[config.mk]
export PLATFORM = sky130hd
export DESIGN_NAME = card_deal_scheduler
export DESIGN_NICKNAME = d
export VERILOG_FILES = /design/src/rtl/card_deal_scheduler.sv
export SDC_FILE = /design/constraint.sdc
export NUM_CORES = 1
export LEC_CHECK = 0
export BUFFER_PORTS_ARGS = -buffer_cell sky130_fd_sc_hd__buf_2
export CAP_MARGIN = 30
export CORE_UTILIZATION = 45
export DETAILED_ROUTE_END_ITERATION = 8
export GPL_ROUTABILITY_DRIVEN = 1
export PLACE_DENSITY = 0.69
export SLEW_MARGIN = 10
export SYNTH_ARGS = -nofsm -noshare
export SYNTH_HDL_FRONTEND = slang
export SYNTH_SLANG_ARGS = --single-unit
[constraint.sdc]
create_clock -name clk -period 3.4 [get_ports clk]
set_clock_uncertainty 0.1 [all_clocks]
set_input_delay 0 -clock clk [delete_from_list [all_inputs] [get_ports clk]]
set_output_delay 0 -clock clk [all_outputs]
set_load 0.02 [all_outputs]
[src/rtl/card_deal_scheduler.sv]
// Round-robin arbiter sharing one card generator between player, split and dealer hands.
// Each grant pulses gen_on once, waits GEN_LAT cycles, then returns one or two captured cards.
module card_deal_scheduler #(
   parameter int GEN_LAT = 1,
   parameter int CARD_W  = 4
) (
   input  logic              clk,
   input  logic              reset,
   input  logic [2:0]        req,
   input  logic [2:0]        pair,
   input  logic              hold,
   input  logic              round_clr,
   output logic [2:0]        gnt,
   output logic              gen_on,
   input  logic [CARD_W-1:0] gen_card1,
   input  logic [CARD_W-1:0] gen_card2,
   output logic [2:0]        card_valid,
   output logic [CARD_W-1:0] card_a,
   output logic [CARD_W-1:0] card_b,
   output logic              busy,
   output logic [7:0]        deal_count
);

   typedef enum logic [1:0] {IDLE, ISSUE, WAIT, DELIVER} state_t;

   state_t            state_reg, state_next;
   logic [1:0]        last_reg, last_next;
   logic [1:0]        win_reg, win_next;
   logic              pair_l_reg, pair_l_next;
   logic [3:0]        cnt_reg, cnt_next;
   logic [2:0]        gnt_reg, gnt_next;
   logic              gen_on_reg, gen_on_next;
   logic [2:0]        cv_reg, cv_next;
   logic [CARD_W-1:0] card_a_reg, card_a_next;
   logic [CARD_W-1:0] card_b_reg, card_b_next;
   logic              busy_reg, busy_next;
   logic [7:0]        count_reg, count_next;

   // cand[0] is the highest-priority requester: the one just after the last winner
   logic [1:0] cand [3];
   generate
      for (genvar gi = 0; gi < 3; gi++) begin : g_rot
         logic [2:0] rot_sum;
         assign rot_sum  = {1'b0, last_reg} + 3'(gi + 1);
         assign cand[gi] = (rot_sum >= 3'd3) ? 2'(rot_sum - 3'd3) : rot_sum[1:0];
      end
   endgenerate

   logic [1:0] win_idx;
   always_comb begin
      win_idx = 2'd0;
      for (int k = 2; k >= 0; k--) begin
         if (req[cand[k]]) win_idx = cand[k];
      end
   end

   always_comb begin
      state_next  = state_reg;
      last_next   = last_reg;
      win_next    = win_reg;
      pair_l_next = pair_l_reg;
      cnt_next    = cnt_reg;
      gnt_next    = 3'b000;
      gen_on_next = 1'b0;
      cv_next     = 3'b000;
      card_a_next = card_a_reg;
      card_b_next = card_b_reg;
      count_next  = count_reg;
      case (state_reg)
         IDLE: begin
            if (!hold && (req != 3'b000)) begin
               win_next    = win_idx;
               pair_l_next = pair[win_idx];
               gnt_next    = 3'b001 << win_idx;
               gen_on_next = 1'b1;
               state_next  = ISSUE;
            end
         end
         ISSUE: begin
            cnt_next   = 4'(GEN_LAT);
            state_next = WAIT;
         end
         WAIT: begin
            cnt_next = cnt_reg - 4'd1;
            if (cnt_reg == 4'd1) begin
               card_a_next = gen_card1;
               card_b_next = pair_l_reg ? gen_card2 : '0;
               cv_next     = 3'b001 << win_reg;
               state_next  = DELIVER;
            end
         end
         DELIVER: begin
            last_next  = win_reg;
            count_next = count_reg + (pair_l_reg ? 8'd2 : 8'd1);
            state_next = IDLE;
         end
         default: state_next = IDLE;
      endcase
      // A round clear overrides a coincident delivery update
      if (round_clr) begin
         count_next = 8'd0;
         last_next  = 2'd2;
      end
      busy_next = (state_next != IDLE);
   end

   always_ff @(posedge clk) begin
      if (reset) begin
         state_reg  <= IDLE;
         last_reg   <= 2'd2;
         win_reg    <= 2'd0;
         pair_l_reg <= 1'b0;
         cnt_reg    <= 4'd0;
         gnt_reg    <= 3'b000;
         gen_on_reg <= 1'b0;
         cv_reg     <= 3'b000;
         card_a_reg <= '0;
         card_b_reg <= '0;
         busy_reg   <= 1'b0;
         count_reg  <= 8'd0;
      end else begin
         state_reg  <= state_next;
         last_reg   <= last_next;
         win_reg    <= win_next;
         pair_l_reg <= pair_l_next;
         cnt_reg    <= cnt_next;
         gnt_reg    <= gnt_next;
         gen_on_reg <= gen_on_next;
         cv_reg     <= cv_next;
         card_a_reg <= card_a_next;
         card_b_reg <= card_b_next;
         busy_reg   <= busy_next;
         count_reg  <= count_next;
      end
   end

   assign gnt        = gnt_reg;
   assign gen_on     = gen_on_reg;
   assign card_valid = cv_reg;
   assign card_a     = card_a_reg;
   assign card_b     = card_b_reg;
   assign busy       = busy_reg;
   assign deal_count = count_reg;

endmodule

==> run_summary.xml <==
<?xml version="1.0" encoding="UTF-8"?>
<metrics>
  <group name="die">
    <metric name="fp.dieH" unit="µm">61.1</metric>
    <metric name="die_w" unit="µm">61.1</metric>
    <metric name="top_level_ports" unit="">42</metric>
    <metric name="placeableCoreArea" unit="µm²">3340</metric>
    <metric name="initial_core_util" unit="%">47.0</metric>
    <metric name="rows" unit="">21</metric>
    <metric name="area_enclosed_by_the_die_boundary" unit="µm²">3730</metric>
  </group>
  <group name="synth">
    <metric name="netlist_area" unit="µm²">1570</metric>
    <metric name="synth.largest_area_cell" unit="">sky130_fd_sc_hd__dfxtp_1</metric>
    <metric name="synth_top_area_share" unit="%">44.7</metric>
    <metric name="cells_after_synthesis" unit="">181</metric>
    <metric name="ys_ff_latch" unit="">35</metric>
    <metric name="synth_sequential_area_ratio" unit="%">44.7</metric>
    <metric name="postSynthAreaPerCell" unit="µm²">8.67</metric>
    <metric name="synth_fp_nets" unit="">211</metric>
    <metric name="synth.lib_cells_used.distinct" unit="">38</metric>
    <metric name="post_synth_main_area_contributors" unit="">sky130_fd_sc_hd__dfxtp_1 45%, sky130_fd_sc_hd__ha_1 8.8%, sky130_fd_sc_hd__nor2_1 6.2%</metric>
    <metric name="synth.yosys.warnings" unit="">0</metric>
  </group>
  <group name="sta">
    <metric name="period_minus_slack" unit="ps">2880</metric>
    <metric name="setup-tns-final" unit="ps">0</metric>
    <metric name="rsz0062_at_grt" unit="">no</metric>
    <metric name="timing.fmax" unit="MHz">347</metric>
    <metric name="finalSetupViolations" unit="">0</metric>
    <metric name="worst_slew_margin_rel" unit="%">68.9</metric>
    <metric name="post-route-period-util" unit="%">84.7</metric>
    <metric name="hold_viol" unit="">0</metric>
    <metric name="worst_slew_pin_slew" unit="ps">465</metric>
    <metric name="finalMaxSlewViolations" unit="">0</metric>
  </group>
  <group name="grt">
    <metric name="grt_pass1_wl" unit="µm">5150</metric>
    <metric name="initial_antenna_violation_count" unit="">0</metric>
    <metric name="grt_start_max_net_pins" unit="">27</metric>
    <metric name="via_count_of_the_first_global_routing_pass" unit="">1228</metric>
    <metric name="overflow" unit="">0</metric>
    <metric name="gr_util_all_layers" unit="%">19.4</metric>
  </group>
  <group name="finish">
    <metric name="max_ffs_per_register" unit="">8</metric>
    <metric name="layout.cells.most_common" unit="">sky130_fd_sc_hd__buf_2</metric>
    <metric name="count_of_antenna_diodes_in_the_layout" unit="">0</metric>
    <metric name="layout.cells.most_common_list" unit="">41 x sky130_fd_sc_hd__buf_2, 35 x sky130_fd_sc_hd__dfxtp_1, 26 x sky130_fd_sc_hd__nor2_1</metric>
    <metric name="fillerInstances" unit="">306</metric>
    <metric name="final_cells" unit="">287</metric>
    <metric name="post_route_cells_drive_above_1_share" unit="%">22.0</metric>
    <metric name="p_r_area_growth_vs_syn" unit="%">30.9</metric>
    <metric name="design.final.nets" unit="">270</metric>
  </group>
  <group name="drt">
    <metric name="first_pass_iters" unit="">4</metric>
    <metric name="routed-wl-met3" unit="µm">223</metric>
    <metric name="top_signal_layer_used" unit="">met4</metric>
    <metric name="route.vias.total" unit="">1407</metric>
    <metric name="drt-vias-per-instance" unit="">4.90</metric>
    <metric name="initialDrtViolationCount" unit="">34</metric>
    <metric name="route.detailed.drc" unit="">0</metric>
    <metric name="wirelength_met1" unit="µm">1570</metric>
    <metric name="antenna_violation_net_count_after_detailed_routing" unit="">0</metric>
    <metric name="totalWireLength" unit="µm">3380</metric>
    <metric name="met2WireLength" unit="µm">1550</metric>
    <metric name="routedWlPerCell" unit="µm">11.8</metric>
  </group>
  <group name="pwr">
    <metric name="leakagePower" unit="nW">0.905</metric>
    <metric name="power.density_cell_area" unit="nW/µm²">495</metric>
    <metric name="peakVddDrop" unit="V">0.000352</metric>
  </group>
  <group name="clock_network">
    <metric name="clock_latency" unit="ps">340</metric>
    <metric name="h-tree-depth" unit="">2</metric>
    <metric name="post_cts.repair.setup_buffers" unit="">0</metric>
    <metric name="clock_sinks" unit="">35</metric>
    <metric name="cts_tree" unit="">built</metric>
    <metric name="cts_inserted_buffers" unit="">5</metric>
    <metric name="clk_pin_slew_worst_paths" unit="ps">110</metric>
    <metric name="cts-root-to-sink-buffers" unit="">2</metric>
    <metric name="ctsRootBufferMaster" unit="">sky130_fd_sc_hd__clkbuf_4</metric>
  </group>
  <group name="place">
    <metric name="dp_cells" unit="">261</metric>
    <metric name="gp_routability_congestion" unit="">0.802</metric>
    <metric name="post-dp-hpwl" unit="µm">2210</metric>
    <metric name="io_buffers" unit="">41</metric>
  </group>
  <group name="setup_path">
    <metric name="worst_setup_path_end_kind" unit="">register</metric>
    <metric name="worstSetupStartpoint" unit="">last_reg[0]</metric>
    <metric name="crit_path_arrival_time" unit="ps">3010</metric>
    <metric name="setup.worst_path.class" unit="">reg2reg</metric>
    <metric name="start_kind" unit="">register</metric>
    <metric name="r2r_start" unit="">last_reg[0]</metric>
    <metric name="worst-endpoint-required" unit="ps">3530</metric>
    <metric name="worst-path-max-fanout" unit="">6</metric>
  </group>
  <group name="worst_hold_path">
    <metric name="min-delay-path-class" unit="">in2reg</metric>
    <metric name="hp-start" unit="">req[0]</metric>
  </group>
  <group name="run_status">
    <metric name="status" unit="">complete, no violations</metric>
  </group>
  <group name="flow_run">
    <metric name="timing.max_cap.violations" unit="">0</metric>
  </group>
</metrics>
==> kinds of logic after synthesis <==
kind of cell / count (synthesis) / share of synthesized area [%]
and+or+nand+nor: 78 / 23.5
buffers and inverters: 18 / 4.39
xor gates and xnor gates: 6 / 3.35
muxes: 5 / 3.19
adders and majority gates: 12 / 10.0
DFF: 35 / 44.7
AOI/OAI and AO/OA: 27 / 10.8
==> critical path, stage by stage (launching register included) <==
cell and delay [ps]:
sky130_fd_sc_hd__dfxtp_1 440, sky130_fd_sc_hd__inv_1 90, sky130_fd_sc_hd__ha_1 390, sky130_fd_sc_hd__nand2b_1 80, sky130_fd_sc_hd__a21boi_1 170, sky130_fd_sc_hd__nand2_1 120, sky130_fd_sc_hd__mux2i_1 150, sky130_fd_sc_hd__dlygate4sd3_1 580
sky130_fd_sc_hd__o211ai_2 90, sky130_fd_sc_hd__dlygate4sd3_1 570
==> cell usage after synthesis <==
master	instances
sky130_fd_sc_hd__o22a_1	1
sky130_fd_sc_hd__nand3_1	11
sky130_fd_sc_hd__nand4_1	1
sky130_fd_sc_hd__nor2b_1	2
sky130_fd_sc_hd__nand2b_1	2
sky130_fd_sc_hd__nor3b_1	1
sky130_fd_sc_hd__ha_1	11
sky130_fd_sc_hd__o211ai_2	1
sky130_fd_sc_hd__nand2_1	19
sky130_fd_sc_hd__dfxtp_1	35
sky130_fd_sc_hd__clkbuf_1	6
sky130_fd_sc_hd__nor4_1	1
sky130_fd_sc_hd__xnor2_1	2
sky130_fd_sc_hd__o21ai_0	2
sky130_fd_sc_hd__a21oi_1	13
sky130_fd_sc_hd__nor3_1	4
sky130_fd_sc_hd__nand3b_1	1
sky130_fd_sc_hd__a21boi_1	2
sky130_fd_sc_hd__or2_1	1
sky130_fd_sc_hd__a21oi_2	1
sky130_fd_sc_hd__fa_1	1
sky130_fd_sc_hd__o211ai_1	1
sky130_fd_sc_hd__o21ai_2	1
sky130_fd_sc_hd__and3_1	2
sky130_fd_sc_hd__a31oi_1	1
sky130_fd_sc_hd__inv_1	11
sky130_fd_sc_hd__nand2_2	1
sky130_fd_sc_hd__or3_1	1
sky130_fd_sc_hd__xor2_1	4
sky130_fd_sc_hd__mux2i_1	5
sky130_fd_sc_hd__o21ai_1	1
sky130_fd_sc_hd__a211oi_1	2
sky130_fd_sc_hd__nor2_1	26
sky130_fd_sc_hd__o31ai_1	1
sky130_fd_sc_hd__or3_4	1
sky130_fd_sc_hd__nor4b_1	2
sky130_fd_sc_hd__and2_1	2
sky130_fd_sc_hd__buf_2	1
==> per-layer routing <==
| layer | vias to the layer above | global-route usage, % |
|---|---|---|
| li1 | 719 | - |
| met1 | 636 | 22.3 |
| met2 | 46 | 32.3 |
| met3 | 6 | 5.88 |
| met4 | 0 | 10.7 |
| met5 | - | 0 |
==> layout make-up <==
cell class                      instances  area (µm²)  share of cell area, %
Timing Repair Buffer                   59         385                   18.8
Multi-Input combinational cell        128         800                   38.9
Inverter                               11        41.3                   2.01
Clock buffer                            8        68.8                   3.35
Tap cell                               46        57.6                   2.80
Sequential cell                        35         701                   34.1
==> repair_timing <==
item | CTS | global route
endpoints found under the hold margin | 19 | 0
hold buffers | 18 | 0
endpoints found under the setup margin | 0 | 0
resized for setup | 0 | 0
==> path summary, 6_finish.rpt <==
check	end	slack [ps]	cells after the start
worst min register to register	card_b[2]	360	2
worst max-delay path	pair_l_reg	520	9
worst max register to register	pair_l_reg	520	9
worst min-delay path	gnt[2]	80	5
==> where the power goes <==
| part | internal (W) | switching, W | leakage, nW |
|---|---|---|---|
| registers | 0.000450 | 0.0000291 | 0.284 |
| logic | 0.000118 | 0.000163 | 0.583 |
| clock network | 0.000122 | 0.000134 | 0.0386 |
==> through the flow <==
stage / worst slack [ps] / instance area [µm²] / utilization (%) / hold slack [ps] / total power, W
after floorplan: 1610 / 1570 / - / 23.3 / 0.000683
final: 519 / 2050 / 61.5 / 78.5 / 0.00102
after CTS: 505 / 2050 / 61.5 / 66.2 / 0.00102
after global placement: 1450 / 1800 / 54.1 / 144 / 0.000747
after global routing: 368 / 2050 / 61.5 / 99.0 / 0.00108
after detailed placement: 1420 / 1800 / 54.1 / 142 / 0.000751
Power figures use the tool's default switching activity.
